$ cat src/rtl/uart_cmd_ctrl.sv
// UART command controller: parses RX command frames, sequences the register
// file and ALU, and streams results back into the TX FIFO.
module uart_cmd_ctrl #(
  parameter int DATA_WIDTH = 8,
  parameter int ADDR_WIDTH = 4,
  parameter int FUN_WIDTH  = 4,
  parameter int TIMEOUT    = 255
) (
  input  logic                    CLK,
  input  logic                    RST,
  input  logic [DATA_WIDTH-1:0]   RX_P_DATA,
  input  logic                    RX_D_VLD,
  input  logic [DATA_WIDTH-1:0]   RF_RD_DATA,
  input  logic                    RF_RD_DATA_VLD,
  input  logic [2*DATA_WIDTH-1:0] ALU_OUT,
  input  logic                    ALU_OUT_VLD,
  input  logic                    FIFO_FULL,
  output logic [ADDR_WIDTH-1:0]   RF_ADDRESS,
  output logic                    RF_WR_EN,
  output logic                    RF_RD_EN,
  output logic [DATA_WIDTH-1:0]   RF_WR_DATA,
  output logic                    ALU_EN,
  output logic [FUN_WIDTH-1:0]    ALU_FUN,
  output logic                    CLK_EN,
  output logic [DATA_WIDTH-1:0]   TX_P_DATA,
  output logic                    TX_D_VLD,
  output logic                    CMD_ERR
);

  typedef enum logic [3:0] {
    S_IDLE,
    S_WR_ADDR,
    S_WR_DATA,
    S_RD_ADDR,
    S_RD_WAIT,
    S_OP_A,
    S_OP_B,
    S_ALU_FUN,
    S_ALU_WAIT,
    S_TX_LSB,
    S_TX_MSB
  } state_t;

  localparam logic [DATA_WIDTH-1:0] CMD_WR  = DATA_WIDTH'(8'hAA);
  localparam logic [DATA_WIDTH-1:0] CMD_RD  = DATA_WIDTH'(8'hBB);
  localparam logic [DATA_WIDTH-1:0] CMD_OP  = DATA_WIDTH'(8'hCC);
  localparam logic [DATA_WIDTH-1:0] CMD_NOP = DATA_WIDTH'(8'hDD);
  localparam logic [7:0]            TO_LAST = 8'(TIMEOUT - 1);

  state_t                  state, state_d;
  logic [ADDR_WIDTH-1:0]   addr_q, addr_d;
  logic [2*DATA_WIDTH-1:0] res_q, res_d;
  logic                    alu_q, alu_d;
  logic [7:0]              cnt_q, cnt_d;

  logic [ADDR_WIDTH-1:0]   rf_address_d;
  logic                    rf_wr_en_d;
  logic                    rf_rd_en_d;
  logic [DATA_WIDTH-1:0]   rf_wr_data_d;
  logic                    alu_en_d;
  logic [FUN_WIDTH-1:0]    alu_fun_d;
  logic                    clk_en_d;
  logic [DATA_WIDTH-1:0]   tx_p_data_d;
  logic                    tx_d_vld_d;
  logic                    cmd_err_d;

  always_comb begin
    state_d      = state;
    addr_d       = addr_q;
    res_d        = res_q;
    alu_d        = alu_q;
    cnt_d        = '0;
    rf_address_d = RF_ADDRESS;
    rf_wr_en_d   = 1'b0;
    rf_rd_en_d   = 1'b0;
    rf_wr_data_d = RF_WR_DATA;
    alu_en_d     = 1'b0;
    alu_fun_d    = ALU_FUN;
    clk_en_d     = CLK_EN;
    tx_p_data_d  = TX_P_DATA;
    tx_d_vld_d   = 1'b0;
    cmd_err_d    = 1'b0;
    unique case (state)
      S_IDLE: begin
        if (RX_D_VLD) begin
          case (RX_P_DATA)
            CMD_WR:  state_d = S_WR_ADDR;
            CMD_RD:  state_d = S_RD_ADDR;
            CMD_OP:  state_d = S_OP_A;
            CMD_NOP: state_d = S_ALU_FUN;
            default: cmd_err_d = 1'b1;
          endcase
        end
      end
      S_WR_ADDR: begin
        if (RX_D_VLD) begin
          addr_d  = RX_P_DATA[ADDR_WIDTH-1:0];
          state_d = S_WR_DATA;
        end
      end
      S_WR_DATA: begin
        if (RX_D_VLD) begin
          rf_wr_en_d   = 1'b1;
          rf_address_d = addr_q;
          rf_wr_data_d = RX_P_DATA;
          state_d      = S_IDLE;
        end
      end
      S_RD_ADDR: begin
        if (RX_D_VLD) begin
          rf_rd_en_d   = 1'b1;
          rf_address_d = RX_P_DATA[ADDR_WIDTH-1:0];
          alu_d        = 1'b0;
          state_d      = S_RD_WAIT;
        end
      end
      S_OP_A: begin
        if (RX_D_VLD) begin
          rf_wr_en_d   = 1'b1;
          rf_address_d = '0;
          rf_wr_data_d = RX_P_DATA;
          state_d      = S_OP_B;
        end
      end
      S_OP_B: begin
        if (RX_D_VLD) begin
          rf_wr_en_d   = 1'b1;
          rf_address_d = ADDR_WIDTH'(1);
          rf_wr_data_d = RX_P_DATA;
          state_d      = S_ALU_FUN;
        end
      end
      S_ALU_FUN: begin
        if (RX_D_VLD) begin
          alu_en_d  = 1'b1;
          alu_fun_d = RX_P_DATA[FUN_WIDTH-1:0];
          clk_en_d  = 1'b1;
          alu_d     = 1'b1;
          state_d   = S_ALU_WAIT;
        end
      end
      S_RD_WAIT: begin
        // the LSB goes out on the capture edge itself when the FIFO has room
        if (RF_RD_DATA_VLD) begin
          res_d = {{DATA_WIDTH{1'b0}}, RF_RD_DATA};
          if (!FIFO_FULL) begin
            tx_d_vld_d  = 1'b1;
            tx_p_data_d = RF_RD_DATA;
            state_d     = S_IDLE;
          end else begin
            state_d = S_TX_LSB;
          end
        end else if (cnt_q == TO_LAST) begin
          cmd_err_d = 1'b1;
          state_d   = S_IDLE;
        end else begin
          cnt_d = cnt_q + 8'd1;
        end
      end
      S_ALU_WAIT: begin
        if (ALU_OUT_VLD) begin
          res_d    = ALU_OUT;
          clk_en_d = 1'b0;
          if (!FIFO_FULL) begin
            tx_d_vld_d  = 1'b1;
            tx_p_data_d = ALU_OUT[DATA_WIDTH-1:0];
            state_d     = S_TX_MSB;
          end else begin
            state_d = S_TX_LSB;
          end
        end else if (cnt_q == TO_LAST) begin
          cmd_err_d = 1'b1;
          clk_en_d  = 1'b0;
          state_d   = S_IDLE;
        end else begin
          cnt_d = cnt_q + 8'd1;
        end
      end
      S_TX_LSB: begin
        if (!FIFO_FULL) begin
          tx_d_vld_d  = 1'b1;
          tx_p_data_d = res_q[DATA_WIDTH-1:0];
          state_d     = alu_q ? S_TX_MSB : S_IDLE;
        end
      end
      S_TX_MSB: begin
        if (!FIFO_FULL) begin
          tx_d_vld_d  = 1'b1;
          tx_p_data_d = res_q[2*DATA_WIDTH-1:DATA_WIDTH];
          state_d     = S_IDLE;
        end
      end
      default: state_d = S_IDLE;
    endcase
  end

  always_ff @(posedge CLK or negedge RST) begin
    if (!RST) begin
      state      <= S_IDLE;
      addr_q     <= '0;
      res_q      <= '0;
      alu_q      <= 1'b0;
      cnt_q      <= '0;
      RF_ADDRESS <= '0;
      RF_WR_EN   <= 1'b0;
      RF_RD_EN   <= 1'b0;
      RF_WR_DATA <= '0;
      ALU_EN     <= 1'b0;
      ALU_FUN    <= '0;
      CLK_EN     <= 1'b0;
      TX_P_DATA  <= '0;
      TX_D_VLD   <= 1'b0;
      CMD_ERR    <= 1'b0;
    end else begin
      state      <= state_d;
      addr_q     <= addr_d;
      res_q      <= res_d;
      alu_q      <= alu_d;
      cnt_q      <= cnt_d;
      RF_ADDRESS <= rf_address_d;
      RF_WR_EN   <= rf_wr_en_d;
      RF_RD_EN   <= rf_rd_en_d;
      RF_WR_DATA <= rf_wr_data_d;
      ALU_EN     <= alu_en_d;
      ALU_FUN    <= alu_fun_d;
      CLK_EN     <= clk_en_d;
      TX_P_DATA  <= tx_p_data_d;
      TX_D_VLD   <= tx_d_vld_d;
      CMD_ERR    <= cmd_err_d;
    end
  end

endmodule
$ cat config.mk
export PLATFORM = sky130hd
export DESIGN_NAME = uart_cmd_ctrl
export DESIGN_NICKNAME = d
export VERILOG_FILES = /design/src/rtl/uart_cmd_ctrl.sv
export SDC_FILE = /design/constraint.sdc
export NUM_CORES = 1
export LEC_CHECK = 0
export ABC_CLOCK_PERIOD_IN_PS = 3400
export CORE_MARGIN = 5
export CORE_UTILIZATION = 30
export CTS_BUF_LIST = sky130_fd_sc_hd__clkbuf_8
export CTS_CLUSTER_SIZE = 24
export DETAILED_ROUTE_END_ITERATION = 10
export PLACE_DENSITY_LB_ADDON = 0.25
export REMOVE_ABC_BUFFERS = 1
export SLEW_MARGIN = 15
export SYNTH_ARGS = -nofsm -noshare
export SYNTH_HDL_FRONTEND = slang
export SYNTH_SLANG_ARGS = --single-unit
$ cat constraint.sdc
create_clock -name CLK -period 3.4 [get_ports CLK]
set_input_delay 0.68 -clock CLK [delete_from_list [all_inputs] [get_ports CLK]]
set_output_delay 0.68 -clock CLK [all_outputs]
set_load 0.01 [all_outputs]
==> results of run 1 <==
-- power groups by stage --
stage / Sequential [mW] / Clock [mW] / Combinational, mW
after floorplan: 1.29 / 0 / 0.625
after global placement: 1.24 / 0 / 1.27
after detailed placement: 1.25 / 0 / 1.28
after CTS: 1.24 / 0.681 / 1.28
after global routing: 1.28 / 0.712 / 1.39
final: 1.23 / 0.660 / 1.27
-- logic make-up after synthesis --
group           synth area share
simple gates               0.179
compound gates             0.141
flops                      0.491
mux                        0.122
buf+inv                   0.0351
xor+xnor                  0.0245
fa+ha+maj                0.00779
-- worst max-delay path, cell delays in order, from the launching register on --
cell                       delay [ns]
sky130_fd_sc_hd__dfrtp_1         0.63
sky130_fd_sc_hd__nand2b_4        0.27
sky130_fd_sc_hd__a21oi_4         0.29
sky130_fd_sc_hd__a31oi_1         0.07
sky130_fd_sc_hd__or3_1           0.61
sky130_fd_sc_hd__mux2_4          0.39
-- cell usage in the layout, fill, tap and decap left out, types with 2 or more instances in the layout --
cell type / Yosys / routed
sky130_fd_sc_hd__a21o_1: 3 / 3
sky130_fd_sc_hd__clkbuf_8: 0 / 9
sky130_fd_sc_hd__dfrtp_1: 63 / 63
sky130_fd_sc_hd__clkinvlp_4: 0 / 2
sky130_fd_sc_hd__inv_1: 8 / 8
sky130_fd_sc_hd__and3_1: 2 / 2
sky130_fd_sc_hd__xor2_1: 8 / 8
sky130_fd_sc_hd__nand2_1: 50 / 50
sky130_fd_sc_hd__buf_4: 1 / 7
sky130_fd_sc_hd__a22oi_1: 3 / 3
sky130_fd_sc_hd__mux2_4: 8 / 8
sky130_fd_sc_hd__a31oi_1: 15 / 15
sky130_fd_sc_hd__a211oi_1: 3 / 3
sky130_fd_sc_hd__mux2_2: 23 / 23
sky130_fd_sc_hd__nand4_1: 2 / 2
sky130_fd_sc_hd__nor4bb_1: 2 / 2
sky130_fd_sc_hd__nand3_1: 17 / 17
sky130_fd_sc_hd__nor2_1: 30 / 30
sky130_fd_sc_hd__ha_1: 2 / 2
sky130_fd_sc_hd__clkdlybuf4s50_1: 0 / 66
sky130_fd_sc_hd__clkinv_2: 0 / 2
sky130_fd_sc_hd__nor3_1: 3 / 3
sky130_fd_sc_hd__nor2b_1: 2 / 2
sky130_fd_sc_hd__or3_1: 2 / 2
sky130_fd_sc_hd__a21oi_1: 13 / 13
sky130_fd_sc_hd__o21ai_0: 7 / 7
sky130_fd_sc_hd__nand2b_1: 3 / 3
sky130_fd_sc_hd__o22ai_1: 12 / 12
sky130_fd_sc_hd__o211ai_1: 2 / 2
-- sequential cells by signal (all words and copies together), names as in the netlist --
name and count:
RF_ADDRESS 4, RF_WR_DATA 8, CLK_EN 1, ALU_EN 1, res_q 16, CMD_ERR 1, TX_P_DATA 8, addr_q 4
RF_WR_EN 1, alu_q 1, ALU_FUN 4, state 4, RF_RD_EN 1, TX_D_VLD 1, cnt_q 8
-- stage by stage --
stage	power (mW)	area, sq um
floorplan	1.91	3130
global placement	2.51	4020
detailed placement	2.53	4020
CTS	3.20	4210
global route	3.38	4210
finish	3.17	4210
-- worst min path at each step --
stage / to / slack, ns
after floorplan: ALU_EN / 0.38
after global placement: res_q[11] / 0.45
after detailed placement: res_q[11] / 0.46
after CTS: res_q[11] / 0.48
after global routing: res_q[9] / 0.50
final: res_q[11] / 0.47
-- metal layers --
layer	GRT usage	wire length, microns	up-vias
met5	0	0	-
met4	0.0561	183	0
met3	0.0393	476	17
met2	0.203	3760	63
met1	0.186	4110	1269
li1	-	-	1278
-- area by class of cell --
type | instances | share of cell area
inverter | 8 | 0.00713
clock buffer | 9 | 0.0294
sequential | 63 | 0.374
timing repair buffer | 74 | 0.170
multi-input combinational | 232 | 0.361
clock inverter | 7 | 0.0172
tap | 136 | 0.0404
-- cell usage after synthesis (3+ instances only) --
library cell and number:
sky130_fd_sc_hd__a31oi_1 15, sky130_fd_sc_hd__mux2_2 23, sky130_fd_sc_hd__mux2_4 8, sky130_fd_sc_hd__a22oi_1 3, sky130_fd_sc_hd__nor2_1 30, sky130_fd_sc_hd__buf_2 6
sky130_fd_sc_hd__nand2_1 50, sky130_fd_sc_hd__nand2b_1 3, sky130_fd_sc_hd__clkbuf_1 5, sky130_fd_sc_hd__o21ai_0 7, sky130_fd_sc_hd__dfrtp_1 63, sky130_fd_sc_hd__a21oi_1 13
sky130_fd_sc_hd__xor2_1 8, sky130_fd_sc_hd__nor3_1 3, sky130_fd_sc_hd__inv_1 8, sky130_fd_sc_hd__a211oi_1 3, sky130_fd_sc_hd__a21o_1 3, sky130_fd_sc_hd__o22ai_1 12
sky130_fd_sc_hd__nand3_1 17
==> PnR_summary.wiki, run 1 <==
{| class="wikitable"
! Metric !! Value
|-
| Run status || finished, final reports clean
|-
| End point of the critical path || TX_P_DATA[7]
|-
| Highest ir drop seen on vdd || 0.290 mV
|-
| Number of buffers inserted by post-CTS setup repair || 0
|-
| Switching power || 1.13 mW
|-
| Overall routed net length || 8530 microns
|-
| Hold Path Stages || 2
|-
| Share of the clock period used by the worst path || 0.695
|-
| Placeable core area || 10400 sq um
|-
| Count of nets after finishing || 428
|-
| Reg area || 1580 sq um
|-
| Endpoint of the most critical register-to-register path || TX_P_DATA[7]
|-
| Max Clock Skew || 0.00652 ns
|-
| Placement Setup Slack || 0.837 ns
|-
| Cell chosen for the clock root || sky130_fd_sc_hd__clkbuf_8
|-
| Launching element of the worst setup path || state[2]
|-
| Most instantiated flip-flop cell in the synthesis netlist || sky130_fd_sc_hd__dfrtp_1
|-
| Number of max-cap violations || 0
|-
| Largest net degree at the start of global routing || 64
|-
| Clk network pwr share || 0.208
|-
| Arrival time worst endpoint || 2.59 ns
|-
| Hold Startpoint || res_q[11]
|-
| Number of placed cells counting well taps || 513
|-
| Num rows || 37
|-
| Initial antenna violation count || 0
|-
| Logic gate share of total power || 0.402
|-
| TritonCTS clock tree || done
|-
| Switching share of total power || 0.356
|-
| Area added between synthesis and finish || 31.2%
|-
| Element type at the critical path end || register
|-
| Multi-input logic area || 1520 sq um
|-
| Clock slew at reported path FFs || 0.07 ns
|-
| Gr usage total || 0.137
|-
| Number of hold-repair buffers added at the cts stage || 0
|-
| Summed instance area of the synthesized netlist || 3210 sq um
|-
| Die Footprint || 12900 sq um
|-
| Area leader, netlist || sky130_fd_sc_hd__dfrtp_1
|-
| Final number of hold-violating endpoints || 0
|-
| Number of gates resized after cts || 0
|-
| Count of unique library cells instantiated by Yosys || 49
|-
| Reg-to-reg slack, setup || 1.04 ns
|-
| Chip width || 113 microns
|-
| Minimum hold slack || 0.474 ns
|-
| Cts bufs inserted || 9
|-
| Number of synthesized flops with an enable pin || 0
|-
| DRC violation count after routing || 0
|-
| Number of pins with negative max-slew slack in the final report || 0
|-
| Global-route wire length before repair || 13900 microns
|-
| Portion of synthesized cell area occupied by the leading cell type || 0.491
|-
| Setup repair after global routing missed its margin || false
|-
| Slack of the critical path || 1.04 ns
|-
| Clk sink count || 63
|-
| Element type at the critical path start || register
|-
| Residual antenna-violating net count after detailed routing || 0
|-
| Routed wire per std cell || 16.1 microns
|-
| Filler-free cell count of the finished design || 529
|-
| Time the worst path needs with I/O delays and setup || 2.36 ns
|-
| Number of iterations in the first detailed-routing pass || 4
|-
| Max Clock Freq || 423 MHz
|-
| Worst-Margin Slew || 0.829 ns
|-
| Share of post-route cells with drive strength above 1 || 0.158
|-
| Number of warning messages in the yosys log || 0
|-
| Number of fillers in the final layout || 1039
|-
| Critical path required time || 3.63 ns
|-
| Setup Total Neg Slack || 0 ns
|-
| Number of H-tree levels || 3
|-
| Final core area utilization || 0.406
|-
| Dominant cells by area after synthesis || sky130_fd_sc_hd__dfrtp_1, sky130_fd_sc_hd__mux2_2, sky130_fd_sc_hd__nand2_1, sky130_fd_sc_hd__mux2_4, sky130_fd_sc_hd__nor2_1
|-
| Mapped Cells || 318
|-
| Vias || 2627
|-
| Last weighted congestion value of the routability-driven placer || 0.755
|-
| Power density over the cells || 751 nW/um^2
|-
| Average cell area after synthesis || 10.1 sq um
|-
| Part of the Yosys area used for sequential elements || 0.491
|-
| Number of cells on the worst reg-to-reg path || 5
|-
| Clock insertion delay at the later pin of the skew report || 0.35 ns
|-
| Boundary Pins || 68
|-
| Antenna diode count || 0
|-
| Leftover overflow at the end of global routing || 0
|-
| Average vias per placed instance || 4.97
|-
| CP max FO || 18
|-
| Type of the most critical hold path || reg2reg
|-
| Setup Crit Path Kind || reg2reg
|-
| Power share of the sequential group || 0.389
|-
| Chip height || 113 microns
|-
| Starting density of the core || 0.310
|-
| Final setup violation count || 0
|-
| Leak pwr || 1.81 nW
|-
| Number of buffers between clock root and the deepest sink || 2
|-
| Via count of the first global-routing pass || 2707
|-
| Fraction of registers with async set/reset || 1.00
|-
| Cell-internal power || 2.04 mW
|-
| Critical register-to-register path startpoint || state[2]
|-
| Buffers on Ports || 67
|-
| First DRT Iteration DRCs || 129
|-
| Placed wire-length estimate after detailed placement || 5880 microns
|-
| Worst relative slew slack || 0.447
|-
| Post-synthesis register bit count || 63
|}
No activity file was read; power rests on OpenSTA's default activity.
==> run 2, diff against run 1 <==
--- a/config.mk
+++ b/config.mk
@@ -5,7 +5,7 @@
 export SDC_FILE = /design/constraint.sdc
 export NUM_CORES = 1
 export LEC_CHECK = 0
-export ABC_CLOCK_PERIOD_IN_PS = 3400
+export ABC_CLOCK_PERIOD_IN_PS = 2400
 export CORE_MARGIN = 5
 export CORE_UTILIZATION = 30
 export CTS_BUF_LIST = sky130_fd_sc_hd__clkbuf_8
==> constraint.sdc (replaced) <==
create_clock -name CLK -period 2.4 [get_ports CLK]
set_input_delay 0.48 -clock CLK [delete_from_list [all_inputs] [get_ports CLK]]
set_output_delay 0.48 -clock CLK [all_outputs]
set_load 0.01 [all_outputs]
==> PnR_summary.wiki, run 2 (synthesis gave the netlist of run 1 again) <==
{| class="wikitable"
! Metric !! Value
|-
| Number of max-cap violations || 0 (unchanged)
|-
| Number of H-tree levels || 3 (unchanged)
|-
| Largest net degree at the start of global routing || 64 (unchanged)
|-
| Endpoint of the most critical register-to-register path || TX_P_DATA[3]
|-
| Critical path required time || 2.62 ns (-1.01 ns)
|-
| Depth of the critical timing path with buffers and inverters included || 4 (-1)
|-
| Time the worst path needs with I/O delays and setup || 2.01 ns (-0.355 ns)
|-
| Vias || 2725 (+3.7%)
|-
| CP max FO || 13 (-5)
|-
| Number of gates resized after cts || 0 (unchanged)
|-
| Number of buffers inserted by post-CTS setup repair || 0 (unchanged)
|-
| Share of post-route cells with drive strength above 1 || 0.176 (+0.0180)
|-
| Boundary Pins || 68 (unchanged)
|-
| Antenna diode count || 0 (unchanged)
|-
| Die Footprint || 12900 sq um (unchanged)
|-
| Clk sink count || 63 (unchanged)
|-
| First DRT Iteration DRCs || 192 (+49%)
|-
| Area added between synthesis and finish || 33.1%
|-
| Cell with the largest stage delay on the worst path || sky130_fd_sc_hd__or3_1
|-
| Register bank with the most flops || res_q
|-
| Share of the clock period used by the worst path || 0.837 (+0.142)
|-
| Cts bufs inserted || 9 (unchanged)
|-
| Final setup violation count || 0 (unchanged)
|-
| Highest cell delay on the worst timing path || 0.60 ns (-0.03 ns)
|-
| Arrival time worst endpoint || 2.23 ns (-0.36 ns)
|-
| Last weighted congestion value of the routability-driven placer || 0.831 (+10%)
|-
| Chip width || 113 microns (unchanged)
|-
| Count of nets after finishing || 440 (+2.8%)
|-
| Placed wire-length estimate after detailed placement || 6080 microns (+3.4%)
|-
| Leftover overflow at the end of global routing || 0 (unchanged)
|-
| Worst-Margin Slew || 0.574 ns (-0.255 ns)
|-
| Flip-flop count of the largest register after layout || 16 (unchanged)
|-
| Most common cell after layout, fill and taps aside || sky130_fd_sc_hd__clkdlybuf4s50_1
|-
| Overall routed net length || 8630 microns (+1.2%)
|-
| Power density over the cells || 1020 nW/um^2 (+36%)
|-
| Type of the most critical hold path || in2async
|-
| Design Power || 4.37 mW (+38%)
|-
| Element type at the critical path end || register
|-
| Max Clock Freq || 498 MHz (+18%)
|-
| Number of hold-repair buffers added at the cts stage || 0 (unchanged)
|-
| Number of buffers between clock root and the deepest sink || 2 (unchanged)
|-
| Most used cells in the layout excluding fill and tap cells || sky130_fd_sc_hd__clkdlybuf4s50_1, sky130_fd_sc_hd__dfrtp_1, sky130_fd_sc_hd__nand2_1, sky130_fd_sc_hd__nor2_1, sky130_fd_sc_hd__mux2_2
|-
| Number of cells on the worst reg-to-reg path || 4 (-1)
|-
| Setup repair after global routing missed its margin || false
|-
| Launching element of the worst setup path || state[0]
|-
| Gr usage total || 0.137 (+0.000802)
|-
| Number of iterations in the first detailed-routing pass || 5 (+1)
|-
| Buf/Inv on CP || 0 (unchanged)
|-
| Reg-to-reg slack, setup || 0.39 ns (-0.65 ns)
|-
| Chip height || 113 microns (unchanged)
|-
| Worst relative slew slack || 0.617 (+0.170)
|-
| Cell chosen for the clock root || sky130_fd_sc_hd__clkbuf_8
|-
| Residual antenna-violating net count after detailed routing || 0 (unchanged)
|-
| Placeable core area || 10400 sq um (unchanged)
|-
| Number of pins with negative max-slew slack in the final report || 0 (unchanged)
|-
| Average vias per placed instance || 5.05 (+1.6%)
|-
| Via count of the first global-routing pass || 2693 (-0.52%)
|-
| Max Clock Skew || 0.00855 ns (+0.00203 ns)
|-
| Clock slew at reported path FFs || 0.07 ns (about the same)
|-
| Global-route wire length before repair || 14300 microns (+2.4%)
|-
| Buffers on Ports || 67 (unchanged)
|-
| Run status || finished, final reports clean
|-
| Routed wire per std cell || 16.0 microns (-0.89%)
|-
| Leak pwr || 1.87 nW (+3.3%)
|-
| Element type at the critical path start || register
|-
| Setup Crit Path Kind || reg2reg
|-
| Clock insertion delay at the later pin of the skew report || 0.34 ns (about the same)
|-
| Starting density of the core || 0.310 (unchanged)
|-
| Initial antenna violation count || 0 (unchanged)
|-
| TritonCTS clock tree || done
|-
| Crit-path cells || nor2_4 > a31oi_1 > or3_1 > mux2_4
|-
| Family with the most delay on the worst path || simple AND/OR/NAND/NOR gates
|-
| Number of placed cells counting well taps || 525 (+2.3%)
|-
| Num rows || 37 (unchanged)
|-
| End point of the critical path || TX_P_DATA[3]
|-
| Highest ir drop seen on vdd || 0.459 mV (+58%)
|-
| Filler-free cell count of the finished design || 540 (+2.1%)
|-
| Setup Total Neg Slack || 0 ns (unchanged)
|-
| Final number of hold-violating endpoints || 0 (unchanged)
|-
| DRC violation count after routing || 0 (unchanged)
|-
| Critical register-to-register path startpoint || state[0]
|}
## run 2: changes by cell type in the layout (fill, tap and decap cells not counted), sizes merged
cell	previous run	this run
inv	9	10
buf	8	20
clkinv	3	4
clkinvlp	2	0
bufinv	1	0
## run 2: through the flow
step / hold slack (ns) / utilization / setup WS, ns / area [sq um]
5_1_grt: 0.157 / 0.412 / 0.282 / 4280
3_3_place_gp: 0.452 / 0.397 / 0.134 / 4120
2_1_floorplan: 0.184 / - / 0.0642 / 3130
4_1_cts: 0.148 / 0.412 / 0.405 / 4280
6_report: 0.135 / 0.412 / 0.392 / 4280
3_5_place_dp: 0.456 / 0.397 / 0.0580 / 4120
## run 2: power by group
| part | switching [mW] | internal, mW | total, mW | leakage [nW] |
|---|---|---|---|---|
| Clock | 0.416 | 0.358 | 0.774 | 0.0912 |
| Combinational | 0.876 | 1.03 | 1.91 | 0.979 |
| Sequential | 0.270 | 1.42 | 1.69 | 0.804 |
## run 2: how the worst min path moves through the flow
| stage | start | endpoint | slack (ns) | cells after the start |
|---|---|---|---|---|
| after floorplan | RST | ALU_EN | 0.18 | 0 |
| after global placement | res_q[15] | res_q[15] | 0.45 | 2 |
| after detailed placement | res_q[9] | res_q[9] | 0.46 | 2 |
| after CTS | RST | res_q[8] | 0.15 | 2 |
| after global routing | RST | res_q[10] | 0.16 | 2 |
| final | RST | res_q[10] | 0.14 | 2 |
## run 2: layout make-up
class | count | area [sq um]
clock buffers | 9 | 124
repair buffers | 86 | 821
fillers | 1062 | 6090
well taps | 136 | 170
flip-flops and latches | 63 | 1580
inverters | 8 | 30.0
multi-input cells | 232 | 1520
clock inverters | 6 | 31.3
## run 2: layer usage
layer,vias to the layer above,part of all wire,GRT usage
met3,10,0.060,0.0403
met4,0,0.011,0.0401
li1,1306,-,-
met2,75,0.46,0.208
met5,-,0,0
met1,1334,0.47,0.190
